**config.mk**
```make
export PLATFORM = sky130hd
export DESIGN_NAME = switch_event_ctrl
export DESIGN_NICKNAME = d
export VERILOG_FILES = /design/src/rtl/switch_event_pkg.sv /design/src/rtl/switch_event_fsm.sv /design/src/rtl/switch_event_ctrl.sv
export SDC_FILE = /design/constraint.sdc
export NUM_CORES = 1
export LEC_CHECK = 0
export CORE_MARGIN = 8
export CORE_UTILIZATION = 45
export CTS_CLUSTER_DIAMETER = 40
export CTS_CLUSTER_SIZE = 14
export DETAILED_ROUTE_END_ITERATION = 12
export GPL_ROUTABILITY_DRIVEN = 0
export HOLD_SLACK_MARGIN = 0.02
export PLACE_DENSITY_LB_ADDON = 0.3
export SETUP_SLACK_MARGIN = 0.2
export SLEW_MARGIN = 20
export SYNTH_ARGS = -nofsm -noshare
export SYNTH_HDL_FRONTEND = slang
export SYNTH_HIERARCHICAL = 1
export SYNTH_SLANG_ARGS = --single-unit
```
**constraint.sdc**
```tcl
create_clock -name i_Clk -period 4.8 [get_ports i_Clk]
set_clock_uncertainty 0.05 [all_clocks]
set_input_delay 0.96 -clock i_Clk [delete_from_list [all_inputs] [get_ports i_Clk]]
set_output_delay 0.96 -clock i_Clk [all_outputs]
set_load 0.05 [all_outputs]
```
**src/rtl/switch_event_pkg.sv**
```systemverilog
// Shared definitions for the switch event controller: event code fields,
// per-switch FSM state encodings and a helper that packs an event code.
// Optional feature macro used by this codebase: SWITCH_EVENT_LONG_EN
// (defined: SHORT/LONG detection; undefined: every press is SHORT).
package switch_event_pkg;

  // Event type (bit0 of the event code)
  localparam logic EV_SHORT = 1'b0;
  localparam logic EV_LONG  = 1'b1;

  // Switch id (bit1 of the event code)
  localparam logic SW_ID1 = 1'b0;
  localparam logic SW_ID2 = 1'b1;

  // Per-switch FSM state encodings
  localparam logic [1:0] ST_IDLE    = 2'd0;
  localparam logic [1:0] ST_PRESSED = 2'd1;
  localparam logic [1:0] ST_HELD    = 2'd2;

  typedef logic [1:0] ev_code_t;

  // Event code layout: {switch id, event type}
  function automatic ev_code_t make_code(input logic sw_id, input logic ev_type);
    return {sw_id, ev_type};
  endfunction

endpackage

```
**src/rtl/switch_event_fsm.sv**
```systemverilog
// One switch's press classifier: IDLE/PRESSED/HELD FSM, hold counter and a
// single-entry pending register that the top-level arbiter drains.
// With SWITCH_EVENT_LONG_EN undefined there is no hold counter, HELD is never
// entered and every press yields SHORT on release.
module switch_event_fsm
  import switch_event_pkg::*;
#(
  parameter int unsigned LONG_LIMIT = 25000000,
  parameter logic        SW_ID      = SW_ID1
) (
  input  logic       i_Clk,
  input  logic       i_Rst,
  input  logic       i_Level,
  input  logic       i_Grant,
  output logic       o_Req,
  output ev_code_t   o_Code,
  output logic       o_Drop,
  output logic [1:0] o_State
);

  if (LONG_LIMIT < 2) begin : g_limit_check
    $error("switch_event_fsm: LONG_LIMIT must be at least 2");
  end

  logic [1:0] state_q, state_d;
  logic       pend_vld_q, pend_vld_d;
  logic       pend_type_q, pend_type_d;
  logic       new_ev;
  logic       new_type;
  logic       pend_free;

`ifdef SWITCH_EVENT_LONG_EN
  localparam int unsigned     CNT_W    = $clog2(LONG_LIMIT);
  localparam logic [CNT_W-1:0] CNT_LAST = CNT_W'(LONG_LIMIT - 1);
  logic [CNT_W-1:0] cnt_q, cnt_d;
`endif

  // Next-state logic: classify the press and flag a new event
  always_comb begin
    state_d  = state_q;
    new_ev   = 1'b0;
    new_type = EV_SHORT;
`ifdef SWITCH_EVENT_LONG_EN
    cnt_d    = cnt_q;
`endif
    case (state_q)
      ST_IDLE: begin
        if (i_Level) begin
          state_d = ST_PRESSED;
`ifdef SWITCH_EVENT_LONG_EN
          cnt_d   = '0;
`endif
        end
      end
      ST_PRESSED: begin
        if (!i_Level) begin
          new_ev   = 1'b1;
          new_type = EV_SHORT;
          state_d  = ST_IDLE;
        end
`ifdef SWITCH_EVENT_LONG_EN
        // Counter stops at the limit, so it never wraps
        else if (cnt_q == CNT_LAST) begin
          new_ev   = 1'b1;
          new_type = EV_LONG;
          state_d  = ST_HELD;
        end else begin
          cnt_d = cnt_q + CNT_W'(1);
        end
`endif
      end
      ST_HELD: begin
        // The LONG event was already issued; release is silent
        if (!i_Level) begin
          state_d = ST_IDLE;
        end
      end
      default: state_d = ST_IDLE;
    endcase
  end

  // Pending register: a grant this edge frees the slot for a new event
  always_comb begin
    pend_free   = !pend_vld_q || i_Grant;
    o_Drop      = new_ev && !pend_free;
    pend_vld_d  = pend_vld_q && !i_Grant;
    pend_type_d = pend_type_q;
    if (new_ev && pend_free) begin
      pend_vld_d  = 1'b1;
      pend_type_d = new_type;
    end
  end

  // State, counter and pending registers
  always_ff @(posedge i_Clk) begin
    if (i_Rst) begin
      state_q     <= ST_IDLE;
      pend_vld_q  <= 1'b0;
      pend_type_q <= EV_SHORT;
`ifdef SWITCH_EVENT_LONG_EN
      cnt_q       <= '0;
`endif
    end else begin
      state_q     <= state_d;
      pend_vld_q  <= pend_vld_d;
      pend_type_q <= pend_type_d;
`ifdef SWITCH_EVENT_LONG_EN
      cnt_q       <= cnt_d;
`endif
    end
  end

  assign o_Req   = pend_vld_q;
  assign o_Code  = make_code(SW_ID, pend_type_q);
  assign o_State = state_q;

endmodule

```
**src/rtl/switch_event_ctrl.sv**
```systemverilog
// Switch event controller top: two press classifiers, a round-robin arbiter
// and an event FIFO drained by the application.
// Optional feature macro: SWITCH_EVENT_LONG_EN (long-press detection).
//
// Handshake: o_Event_Valid is high whenever the FIFO holds an event and
// o_Event_Code shows the oldest one; the head is consumed on every rising
// edge where o_Event_Valid && i_Event_Ready. Valid does not depend on ready.
module switch_event_ctrl
  import switch_event_pkg::*;
#(
  parameter int unsigned LONG_LIMIT = 25000000,
  parameter int unsigned FIFO_DEPTH = 4
) (
  input  logic                            i_Clk,
  input  logic                            i_Rst,
  input  logic                            i_Switch1,
  input  logic                            i_Switch2,
  output logic                            o_Event_Valid,
  input  logic                            i_Event_Ready,
  output logic [1:0]                      o_Event_Code,
  output logic                            o_Overflow,
  output logic [$clog2(FIFO_DEPTH+1)-1:0] o_Fifo_Count,
  output logic [3:0]                      o_Dbg_State
);

  localparam int unsigned CNT_W = $clog2(FIFO_DEPTH + 1);
  localparam int unsigned PTR_W = $clog2(FIFO_DEPTH);

  if (FIFO_DEPTH < 2 || (FIFO_DEPTH & (FIFO_DEPTH - 1)) != 0) begin : g_depth_check
    $error("switch_event_ctrl: FIFO_DEPTH must be a power of two >= 2");
  end

  logic       req1, req2;
  logic       grant1, grant2;
  logic       drop1, drop2;
  ev_code_t   code1, code2;
  logic [1:0] state1, state2;

  logic             last_q, last_d;
  logic             ovf_q, ovf_d;
  logic [CNT_W-1:0] count_q, count_d;
  logic [PTR_W-1:0] wr_ptr_q, rd_ptr_q;
  ev_code_t         mem_q [FIFO_DEPTH];

  logic     full;
  logic     pop;
  logic     push;
  logic     push_ok;
  ev_code_t push_code;

  switch_event_fsm #(
    .LONG_LIMIT (LONG_LIMIT),
    .SW_ID      (SW_ID1)
  ) u_fsm_sw1 (
    .i_Clk   (i_Clk),
    .i_Rst   (i_Rst),
    .i_Level (i_Switch1),
    .i_Grant (grant1),
    .o_Req   (req1),
    .o_Code  (code1),
    .o_Drop  (drop1),
    .o_State (state1)
  );

  switch_event_fsm #(
    .LONG_LIMIT (LONG_LIMIT),
    .SW_ID      (SW_ID2)
  ) u_fsm_sw2 (
    .i_Clk   (i_Clk),
    .i_Rst   (i_Rst),
    .i_Level (i_Switch2),
    .i_Grant (grant2),
    .o_Req   (req2),
    .o_Code  (code2),
    .o_Drop  (drop2),
    .o_State (state2)
  );

  assign full    = (count_q == CNT_W'(FIFO_DEPTH));
  assign pop     = o_Event_Valid && i_Event_Ready;
  assign push_ok = !full || pop;

  // Round-robin arbiter: contention goes to the switch opposite the last grant
  always_comb begin
    grant1 = 1'b0;
    grant2 = 1'b0;
    if (push_ok) begin
      if (req1 && req2) begin
        if (last_q == SW_ID2) grant1 = 1'b1;
        else                  grant2 = 1'b1;
      end else if (req1) begin
        grant1 = 1'b1;
      end else if (req2) begin
        grant2 = 1'b1;
      end
    end
    push      = grant1 || grant2;
    push_code = grant1 ? code1 : code2;
    last_d    = last_q;
    if (grant1) last_d = SW_ID1;
    if (grant2) last_d = SW_ID2;
  end

  // Occupancy and sticky overflow next-state
  always_comb begin
    count_d = count_q;
    if (push && !pop)      count_d = count_q + CNT_W'(1);
    else if (pop && !push) count_d = count_q - CNT_W'(1);
    ovf_d = ovf_q || drop1 || drop2;
  end

  // Control registers: pointers, count, arbiter pointer, overflow flag
  always_ff @(posedge i_Clk) begin
    if (i_Rst) begin
      wr_ptr_q <= '0;
      rd_ptr_q <= '0;
      count_q  <= '0;
      last_q   <= SW_ID2;
      ovf_q    <= 1'b0;
    end else begin
      if (push) wr_ptr_q <= wr_ptr_q + PTR_W'(1);
      if (pop)  rd_ptr_q <= rd_ptr_q + PTR_W'(1);
      count_q <= count_d;
      last_q  <= last_d;
      ovf_q   <= ovf_d;
    end
  end

  // Event storage; cleared on reset so the idle head reads as code 0
  always_ff @(posedge i_Clk) begin
    if (i_Rst) begin
      for (int i = 0; i < int'(FIFO_DEPTH); i++) begin
        mem_q[i] <= '0;
      end
    end else if (push) begin
      mem_q[wr_ptr_q] <= push_code;
    end
  end

  assign o_Event_Valid = (count_q != '0);
  assign o_Event_Code  = mem_q[rd_ptr_q];
  assign o_Overflow    = ovf_q;
  assign o_Fifo_Count  = count_q;
  assign o_Dbg_State   = {state2, state1};

endmodule

```
# --- Yosys cells after proc, flatten, opt, wreduce, memory -nomap -nowiden ---
# Memory sizes are Yosys's and may differ from the RTL's. A register that Yosys moved wholly into a read port is not among the register bits.
# Cells that the tools add are included.
word_totals:
  mem_count: 1
  ram_bits: 8
  out_inout_bits: 11
  ff_bits: 15
  word_cells: 92
  input_bits: 5
classes:
  eq_ne: 9
  addsub: 4
  mux: 34
  reduce_logical: 35
mem_list:
  columns: ["name", "words", "width", "rd", "rd_ports_with_merged_regs", "write_ports", "line", "text"]
  rows:
  - ["mem_q", 4, 2, 1, 1, 4, "switch_event_ctrl.sv:43", "ev_code_t mem_q [FIFO_DEPTH];"]
ops:
  columns: ["operator", "count"]
  rows:
  - ["1-bit 2-to-1 mux", 21]
  - ["2-bit 2-to-1 mux", 9]
  - ["1-bit logical AND", 10]
  - ["1-bit logical NOT", 9]
  - ["2-bit inequality test, second input constant", 4]
  - ["2-bit case mux with 2 select lines", 2]
  - ["2-bit OR reduction", 4]
  - ["1-bit logical OR", 6]
  - ["3-bit 2-to-1 mux", 2]
  - ["2-bit by 1-bit adder with 2-bit output, second input constant", 2]
  - ["2-bit by 1-bit equality test with 1-bit output, second input constant", 2]
  - ["2-bit equality test, second input constant", 2]
  - ["2-bit logical NOT", 2]
  - ["2-bit AND reduction", 2]
  - ["3-bit by 1-bit adder with 3-bit output, second input constant", 1]
  - ["3-bit equality test, second input constant", 1]
  - ["3-bit nonzero test", 1]
  - ["3-bit by 1-bit subtractor with 3-bit output, second input constant", 1]
  - ["2-bit nonzero test", 1]

# --- Depth between registers and ports, before layout ---
# Gate-level depths: netlist of run 1.
depth:
  word_depth: 10
  mapped_depth: 9
  ltp_nobuf: 8

# --- By module ---
# Netlist of run 1, hierarchy kept.
by_module_without_submodules:
  columns: ["module", "instances", "cells_each", "area_per_inst_um2", "seq_area_each_um2"]
  rows:
  - ["switch_event_ctrl", 1, 87, 935.9, 460.4]
  - ["switch_event_fsm (u_fsm_sw2)", 1, 15, 128.9, 40.0]
  - ["switch_event_fsm (u_fsm_sw1)", 1, 14, 125.1, 40.0]

# --- Worst setup path after synthesis of run 1 ---
# OpenSTA, ideal clock, no wires.
synth_path:
  path_kind: "input to register"
  from: "input port i_Event_Ready"
  to: "register count_q[2], in the netlist o_Fifo_Count[2]"
  setup_slack_ps: 2280
  path_buffers: 0
  arrival_time_ps: 2400
  setup_time_ps: 71
  cell_stages: 8
  t_required_ps: 4679
  path_cell_list: "nor4b_4 nor2_2 ha_1 inv_1 fa_1 xor2_1 or3_1 a21oi_1"
synth_via:
  elab_chain_len: 7
  elab_cells_between_ends: 11
  cone_classes: "mux (3); reduce/logical (8)"
synth_lines:
  columns: ["item", "line", "text"]
  rows:
  - ["from (decl)", "switch_event_ctrl.sv:19", "input logic i_Event_Ready,"]
  - ["1-bit logical AND (*)", "switch_event_ctrl.sv:80", "assign pop = o_Event_Valid && i_Event_Ready;"]
  - ["1-bit logical OR", "switch_event_ctrl.sv:81", "assign push_ok = !full || pop;"]
  - ["1-bit 2-to-1 mux", "switch_event_ctrl.sv:87", "if (push_ok) begin"]
  - ["1-bit logical OR", "switch_event_ctrl.sv:97", "push = grant1 || grant2;"]
  - ["1-bit logical NOT", "switch_event_ctrl.sv:108", "else if (pop && !push) count_d = count_q - CNT_W'(1);"]
  - ["1-bit logical AND", "switch_event_ctrl.sv:108", null]
  - ["2-bit nonzero test (no line)", null, null]
  - ["to (signal assigned)", "switch_event_ctrl.sv:123", "count_q <= count_d;"]
  - ["to (decl)", "switch_event_ctrl.sv:41", "logic [CNT_W-1:0] count_q, count_d;"]
# Mark *: on every way between the ends. The rest lies on a longest branch, timed or not.
# A chain may end at the register's enable or synchronous reset.

==> run summary, run 1 <==
Resized cells post-CTS -> 0
TNS Setup -> 0 ns
Worst-path clk slew -> 0.11 ns
leakage power -> 0.502 nW
worst slack, placed -> 1.55 ns
fin. max-slew vios -> 0
flops & latches, synth -> 23
Synth Cell Area -> 0.00119 sq mm
nets -> 138
DRT Pass-1 Iters -> 4
Yosys cell types -> 37
Max clock buf depth -> 2
fin crit share -> 61.1%
grt ovf -> 0
crit path time final -> 2.93 ns
most common cell after layout, fill and taps aside -> nor2_1
Sw Ratio -> 42.4%
DR WL/cell -> 12.7 um
H-tree Lvls -> 1
clk root buf -> clkbuf_4
core box area -> 0.00250 sq mm
WL final -> 2010 um
final hold slack -> 0.434 ns
total track usage -> 10.3%
ANT cells -> 0
Worst Path Arrival -> 1.92 ns
ys async rst share -> 0%
NetSw -> 0.312 mW
DR iter-0 viols -> 32
final hold vios -> 0
maximum number of pins on one net before global-route repair -> 20
# IOs -> 16
Syn Inst Count -> 116
layout cells sized above 1 -> 10.2%
Post-Syn Area per Cell -> 10.3 sq um
reg2reg start -> o_Fifo_Count[0]$_SDFFE_PP0P_
Power Dens Cells -> 548 mW/mm^2
Die Y -> 67.4 um
Layout area overhead -> 12.8%
crit path max fanout -> 2
Final Cell Area -> 0.00134 sq mm
number of enable flip-flop cells after synthesis -> 8
Post-CTS Setup Inserts -> 0
CTS sink cnt -> 23
Setup Viol. Count Final -> 0
initial core utilization -> 47.6%
Tightest Pin Transition -> 0.668 ns
Avg Vias per Cell -> 5.30
CTS tree -> built
Clock power frac -> 11.6%
Critical Path RT -> 3.79 ns
Port Buffers -> 13
CP Launch Type -> register
CTS buffer count -> 3
Cell Area, Placed -> 0.00132 sq mm
initial antenna violation count -> 0
post-route setup slack -> 1.87 ns
Syn. warnings -> 6
Die Area -> 0.00455 sq mm
Die X -> 67.4 um
worst vdd ir -> 0.367 mV
Min-Delay Path Class -> register to register
fin util -> 53.7%
Fmax -> 0.341 GHz
clock insertion delay at the later pin of the skew report -> 0.30 ns
cell-internal power -> 0.424 mW
Comb pwr share -> 47.5%
first-pass GRT wire length -> 3570 um
RSZ-0062 raised after global routing -> no
post-synthesis sequential area ratio -> 45.4%
HPWL after detailed placement -> 1570 um
DR vias -> 838
antenna-violating nets left -> 0
DRC viols -> 0
Critical Path End Type -> output pin
Hold-fix buffers, CTS -> 0
Max Cap Viol -> 0
Rows -> 18
sequential power share -> 41.0%
ys flop type -> dfxtp_1
commonest cells after routing, fill and taps aside -> nor2_1, dfxtp_1, clkdlybuf4s50_1
Slew HR -> 55.3%
vias in the first global route -> 812
Hold Startpoint -> o_Overflow$_SDFF_PP0_
Setup CP Type -> register to output pin
status -> finished clean
critical path, stage by stage (launching register included):
cell             delay, ns
dfxtp_1               0.39
mux4_2                0.51
clkdlybuf4s50_1       0.72
worst paths after layout:
path,depth (start not counted),slack (ns),to
worst max-delay path,2,1.87,o_Event_Code[1]
worst min register to register,2,0.43,o_Overflow$_SDFF_PP0_
worst min-delay path,2,0.43,o_Overflow$_SDFF_PP0_
worst max register to register,8,2.51,o_Fifo_Count[2]$_SDFFE_PP0P_
cell families after synthesis:
logic type | after synthesis | synth area share [%]
adders and majority gates | 4 | 4.84
other | 3 | 0.946
and+or+nand+nor | 39 | 19.2
xor gates and xnor gates | 6 | 4.42
DFF | 23 | 45.4
buffers and inverters | 15 | 6.62
AOI/OAI and AO/OA | 22 | 12.6
muxes | 4 | 5.89
layer usage:
layer  global-route usage, %  wire (um)  vias to the layer above
li1                        -          -                      426
met1                    12.4        919                      381
met2                    15.9        929                       27
met3                    4.47        130                        4
met4                    3.92         27                        0
met5                       0          0                        -
through the flow:
step,std cells,power (mW)
after floorplan,119,0.564
after global placement,154,0.647
after detailed placement,154,0.655
after CTS,158,0.744
after global routing,158,0.791
final,158,0.736
registers in the layout, indices dropped and copies added (netlist names), 2 cells and up, named ones only:
register,count
mem_q,8
o_Fifo_Count,3
rd_ptr_q,2
wr_ptr_q,2
power by group through the flow:
| stage | sequential (mW) | combinational, mW | clock (mW) |
|---|---|---|---|
| after CTS | 0.302 | 0.352 | 0.0898 |
| after global routing | 0.311 | 0.379 | 0.101 |
| after global placement | 0.303 | 0.344 | 0 |
| after floorplan | 0.347 | 0.216 | 0 |
| final | 0.302 | 0.350 | 0.0850 |
| after detailed placement | 0.306 | 0.349 | 0 |
final cells by class:
cell class / count / area [sq um]
fill: 225 / 1160
multi-input combinational: 81 / 582
sequential: 23 / 541
timing repair buffer: 13 / 130
tap: 30 / 37.5
clock buffer: 4 / 26.3
inverter: 7 / 26.3
cell usage after synthesis, types with 2 or more instances:
| master | n | area (sq um) |
|---|---|---|
| nor2_1 | 17 | 63.8 |
| dfxtp_1 | 15 | 300 |
| edfxtp_1 | 8 | 240 |
| inv_1 | 7 | 26.3 |
| buf_4 | 6 | 45.0 |
| o21ai_0 | 6 | 30.0 |
| xor2_1 | 6 | 52.6 |
| a21oi_1 | 4 | 20.0 |
| nor3_1 | 4 | 20.0 |
| conb_1 | 3 | 11.3 |
| ha_1 | 3 | 37.5 |
| nand3_1 | 3 | 15.0 |
| nor2b_1 | 3 | 18.8 |
| or3_1 | 3 | 18.8 |
| a21oi_2 | 2 | 17.5 |
| a32oi_1 | 2 | 17.5 |
| clkbuf_1 | 2 | 7.51 |
| mux4_2 | 2 | 45.0 |
| nand2b_4 | 2 | 27.5 |
No activity file was read; power rests on OpenSTA's default activity.
==> run 2: changes to the inputs <==
==> constraint.sdc (replaced) <==
create_clock -name i_Clk -period 2.59 [get_ports i_Clk]
set_clock_uncertainty 0.05 [all_clocks]
set_input_delay 0.518 -clock i_Clk [delete_from_list [all_inputs] [get_ports i_Clk]]
set_output_delay 0.518 -clock i_Clk [all_outputs]
set_load 0.05 [all_outputs]
==> run summary, run 2 (same netlist as run 1, synthesis figures left out) <==
status -> finished clean
Die X -> 67.4 um
core box area -> 0.00250 sq mm
worst slack, placed -> -0.0369 ns
HPWL after detailed placement -> 1720 um
Cell Area, Placed -> 0.00135 sq mm
worst vdd ir -> 0.601 mV
Max clock buf depth -> 2
TNS Setup -> 0 ns
initial antenna violation count -> 0
Power Dens Cells -> 1000 mW/mm^2
H-tree Lvls -> 1
fin crit share -> 84.8%
Die Area -> 0.00455 sq mm
Placed Instances -> 158
DR iter-0 viols -> 33
CTS buffer count -> 3
WL final -> 2220 um
Critical Path End Type -> output pin
layout cells sized above 1 -> 14.4%
Setup CP Type -> register to output pin
initial core utilization -> 47.6%
Die Y -> 67.4 um
number of flip-flops in the largest register -> 8
total track usage -> 11.1%
Port Buffers -> 13
first-pass GRT wire length -> 3880 um
vias in the first global route -> 862
fin. max-slew vios -> 0
Most flops, register -> mem_q
Slew HR -> 57.0%
clock insertion delay at the later pin of the skew report -> 0.30 ns
Max Cap Viol -> 0
ANT cells -> 0
Min-Delay Path Class -> register to register
multi-input combinational cell area -> 582 sq um
crit path time final -> 2.20 ns
Worst-path clk slew -> 0.12 ns
Setup Viol. Count Final -> 0
Slowest cell on crit path -> mux4_2
commonest cells after routing, fill and taps aside -> nor2_1, dfxtp_1, clkdlybuf4s50_1
leakage power -> 0.549 nW
antenna-violating nets left -> 0
CP Launch Type -> register
maximum number of pins on one net before global-route repair -> 19
CTS sink cnt -> 23
FF+latch area -> 543 sq um
DR WL/cell -> 13.7 um
Final Non-Filler Cells -> 162
CTS tree -> built
Critical Path RT -> 2.02 ns
Worst Path Arrival -> 1.63 ns
RSZ-0062 raised after global routing -> no
DRT Pass-1 Iters -> 4
CP cell instances -> mux4_2, dlygate4sd2_1
Final Cell Area -> 0.00138 sq mm
clk root buf -> clkbuf_4
grt ovf -> 0
# IOs -> 16
nets -> 142
crit-path max cell delay -> 0.50 ns
Layout area overhead -> 15.8%
Fmax -> 0.455 GHz
final hold vios -> 0
most common cell after layout, fill and taps aside -> nor2_1
DR vias -> 846
Avg Vias per Cell -> 5.22
DRC viols -> 0
Tightest Pin Transition -> 0.637 ns
post-route setup slack -> 0.393 ns
Hold-fix buffers, CTS -> 0
Layout fillers -> 226
crit path max fanout -> 2
Rows -> 18
## run 2: cell count changes in the layout (fill, tap and decap cells not counted)
cell,delta
clkdlybuf4s50_1,-4
buf_4,+4
dlygate4sd2_1,+2
dlymetal6s2s_1,+2
dfxtp_1,-2
dfxtp_2,+2
## run 2: layer usage
layer / global-route usage (%) / vias to the layer above / wire, um
li1: - / 432 / -
met1: 12.8 / 397 / 1020
met2: 18.6 / 15 / 1070
met3: 4.30 / 2 / 111
met4: 3.13 / 0 / 19
met5: 0 / - / 0
## run 2: metrics by stage
stage	hold slack (ns)	utilization (%)	power (mW)
after floorplan	0.420	-	1.05
after global placement	0.413	54.0	1.22
after detailed placement	0.431	54.0	1.25
after CTS	0.455	54.9	1.40
after global routing	0.500	55.1	1.49
final	0.446	55.1	1.38
## run 2: power breakdown
part | switching, mW | leakage [nW] | internal [mW]
sequential | 0.102 | 0.207 | 0.463
combinational | 0.388 | 0.327 | 0.271
clock | 0.100 | 0.0150 | 0.0600
total | 0.590 | 0.549 | 0.793
## run 2: final cells by class
type                            count  share of cell area [%]
Multi-Input combinational cell     81                    42.2
Clock buffer                        4                    1.91
Timing Repair Buffer               17                    11.8
Sequential cell                    23                    39.4
Tap cell                           30                    2.72
Inverter                            7                    1.91
## run 2: critical path: cells and delay by family (launching register included)
family	cells	cell delay, ns
mux	1	0.50
flops	1	0.39
buf+inv	1	0.43
## run 2: final timing paths
kind,from,to,slack (ns),cells past startpoint
setup / recovery,register,o_Event_Code[1],0.39,2
hold / removal,o_Overflow$_SDFF_PP0_,o_Overflow$_SDFF_PP0_,0.45,2
setup reg to reg,o_Fifo_Count[2]$_SDFFE_PP0P_,o_Fifo_Count[2]$_SDFFE_PP0P_,0.40,7
hold reg to reg,o_Overflow$_SDFF_PP0_,o_Overflow$_SDFF_PP0_,0.45,2
## run 2: what timing repair did
item | 4_1_cts | 5_1_grt
buffers inserted | 0 | 0
resized for setup | 2 | 2
setup endpoints to repair | 2 | 2
==> run 3: changes to the inputs <==
==> constraint.sdc (replaced) <==
create_clock -name i_Clk -period 1.8 [get_ports i_Clk]
set_clock_uncertainty 0.05 [all_clocks]
set_input_delay 0.36 -clock i_Clk [delete_from_list [all_inputs] [get_ports i_Clk]]
set_output_delay 0.36 -clock i_Clk [all_outputs]
set_load 0.05 [all_outputs]
==> run summary, run 3 (same netlist as run 1, synthesis figures left out) <==
status -> complete, but fails checks
failing checks -> negative setup slack
worst vdd ir -> 1.07 mV
Port Buffers -> 13
crit path max fanout -> 4
Layout area overhead -> 38.8%
r2r endpoint -> o_Fifo_Count[2]$_SDFFE_PP0P_
Hold Startpoint -> o_Overflow$_SDFF_PP0_
CTS buffer count -> 3
maximum number of pins on one net before global-route repair -> 19
Most flops, register -> mem_q
H-tree Lvls -> 1
DR WL/cell -> 14.0 um
commonest cells after routing, fill and taps aside -> buf_4, nor2_1, dfxtp_1
CTS sink cnt -> 23
Fmax -> 0.519 GHz
crit-path max cell delay -> 0.39 ns
Min-Delay Path Class -> register to register
Setup CP Type -> register to register
leakage power -> 0.661 nW
crit path time final -> 1.93 ns
Setup Viol. Count Final -> 2
Worst R2R Setup Slack -> -0.13 ns
most common cell after layout, fill and taps aside -> buf_4
worst slack, placed -> -0.568 ns
Worst Path Arrival -> 2.14 ns
WHS Path Cells -> 2
WL final -> 2530 um
antenna-violating nets left -> 0
fin crit share -> 107%
CP delay by family, top -> adder cells
reg2reg start -> o_Fifo_Count[2]$_SDFFE_PP0P_
layout cells sized above 1 -> 42.4%
Critical Path Start -> o_Fifo_Count[2]$_SDFFE_PP0P_
FF+latch area -> 557 sq um
Critical Path End Type -> register
final hold vios -> 0
initial antenna violation count -> 0
Layout fillers -> 202
multi-input combinational cell area -> 674 sq um
# IOs -> 16
nets -> 161
Worst-path clk slew -> 0.13 ns
first-pass GRT wire length -> 4070 um
number of flip-flops in the largest register -> 8
final hold slack -> 0.471 ns
Rows -> 18
DR vias -> 954
cells on worst reg2reg path -> 7
CTS tree -> built
CP cell instances -> o31ai_4, ha_4, inv_2, fa_2, xor2_1, or3_1, a21oi_2
ANT cells -> 0
vias in the first global route -> 940
HPWL after detailed placement -> 1830 um
post-route setup slack -> -0.127 ns
Avg Vias per Cell -> 5.27
Max Cap Viol -> 0
Die Area -> 0.00455 sq mm
grt ovf -> 0
clock insertion delay at the later pin of the skew report -> 0.32 ns
fin. max-slew vios -> 0
CP bufs+invs -> 1
DRC viols -> 0
Die Y -> 67.4 um
clk root buf -> clkbuf_4
DR iter-0 viols -> 40
Hold Path End -> o_Overflow$_SDFF_PP0_
Power Dens Cells -> 1450 mW/mm^2
CP Launch Type -> register
Max clock buf depth -> 2
Critical Path RT -> 2.02 ns
TNS Setup -> -0.168 ns
total track usage -> 11.7%
DRT Pass-1 Iters -> 4
core box area -> 0.00250 sq mm
RSZ-0062 raised after global routing -> yes
initial core utilization -> 47.6%
Slowest cell on crit path -> dfxtp_4
Die X -> 67.4 um
## run 3: cell types whose count changed in the layout (fill, tap and decap cells not counted), sizes merged
cell | before | now
buf | 4 | 32
clkbuf | 4 | 3
clkdlybuf4s50 | 9 | 3
clkinv | 0 | 1
dlygate4sd2 | 2 | 1
dlymetal6s2s | 2 | 0
## run 3: metal layers
layer	part of all wire [%]	track usage, %	vias to the layer above
li1	-	-	468
met1	42	14.1	455
met2	53	18.9	26
met3	3.0	2.48	5
met4	1.9	6.53	0
met5	0	0	-
## run 3: repair_timing
item	CTS	global route
resized for setup	13	13
hold buffers	0	0
endpoints found under the hold margin	0	0
pin swaps	5	9
setup endpoints to repair	17	17
setup buffers	4	3
cloned	0	0
## run 3: final cells by class
class                   count  share of cell area (%)
inverters                   7                    1.59
flip-flops and latches     23                    33.7
well taps                  30                    2.27
clock buffers               3                    1.36
repair buffers             36                    19.9
clock inverters             1                   0.303
multi-input cells          81                    40.8
## run 3: how the worst max path moves through the flow
stage,slack (ns),cells after the start,endpoint
3_3_place_gp,-0.51,9,o_Fifo_Count[2]$_SDFFE_PP0P_
2_1_floorplan,-0.17,7,o_Fifo_Count[2]$_SDFFE_PP0P_
6_report,-0.13,7,o_Fifo_Count[2]$_SDFFE_PP0P_
3_5_place_dp,-0.57,9,o_Fifo_Count[2]$_SDFFE_PP0P_
5_1_grt,-0.20,7,o_Fifo_Count[2]$_SDFFE_PP0P_
4_1_cts,-0.13,7,o_Fifo_Count[2]$_SDFFE_PP0P_
## run 3: worst min-delay path, stage by stage (launching register included)
cell	delay (ns)
dfxtp_1	0.36
nor3_1	0.05
nor2_1	0.08
## run 3: power by group
part	total, mW	switching [mW]	internal, mW
sequential	0.790	0.111	0.679
clock	0.247	0.164	0.0833
combinational	1.36	0.705	0.655
## run 3: per-stage QoR
step	cell area, sq um	instances	power, mW	util (%)
after global routing	1650	181	2.56	66.1
after floorplan	1250	119	1.57	-
after detailed placement	1460	170	1.95	58.6
after CTS	1570	178	2.31	62.9
final	1650	181	2.40	66.1
after global placement	1460	170	1.91	58.6
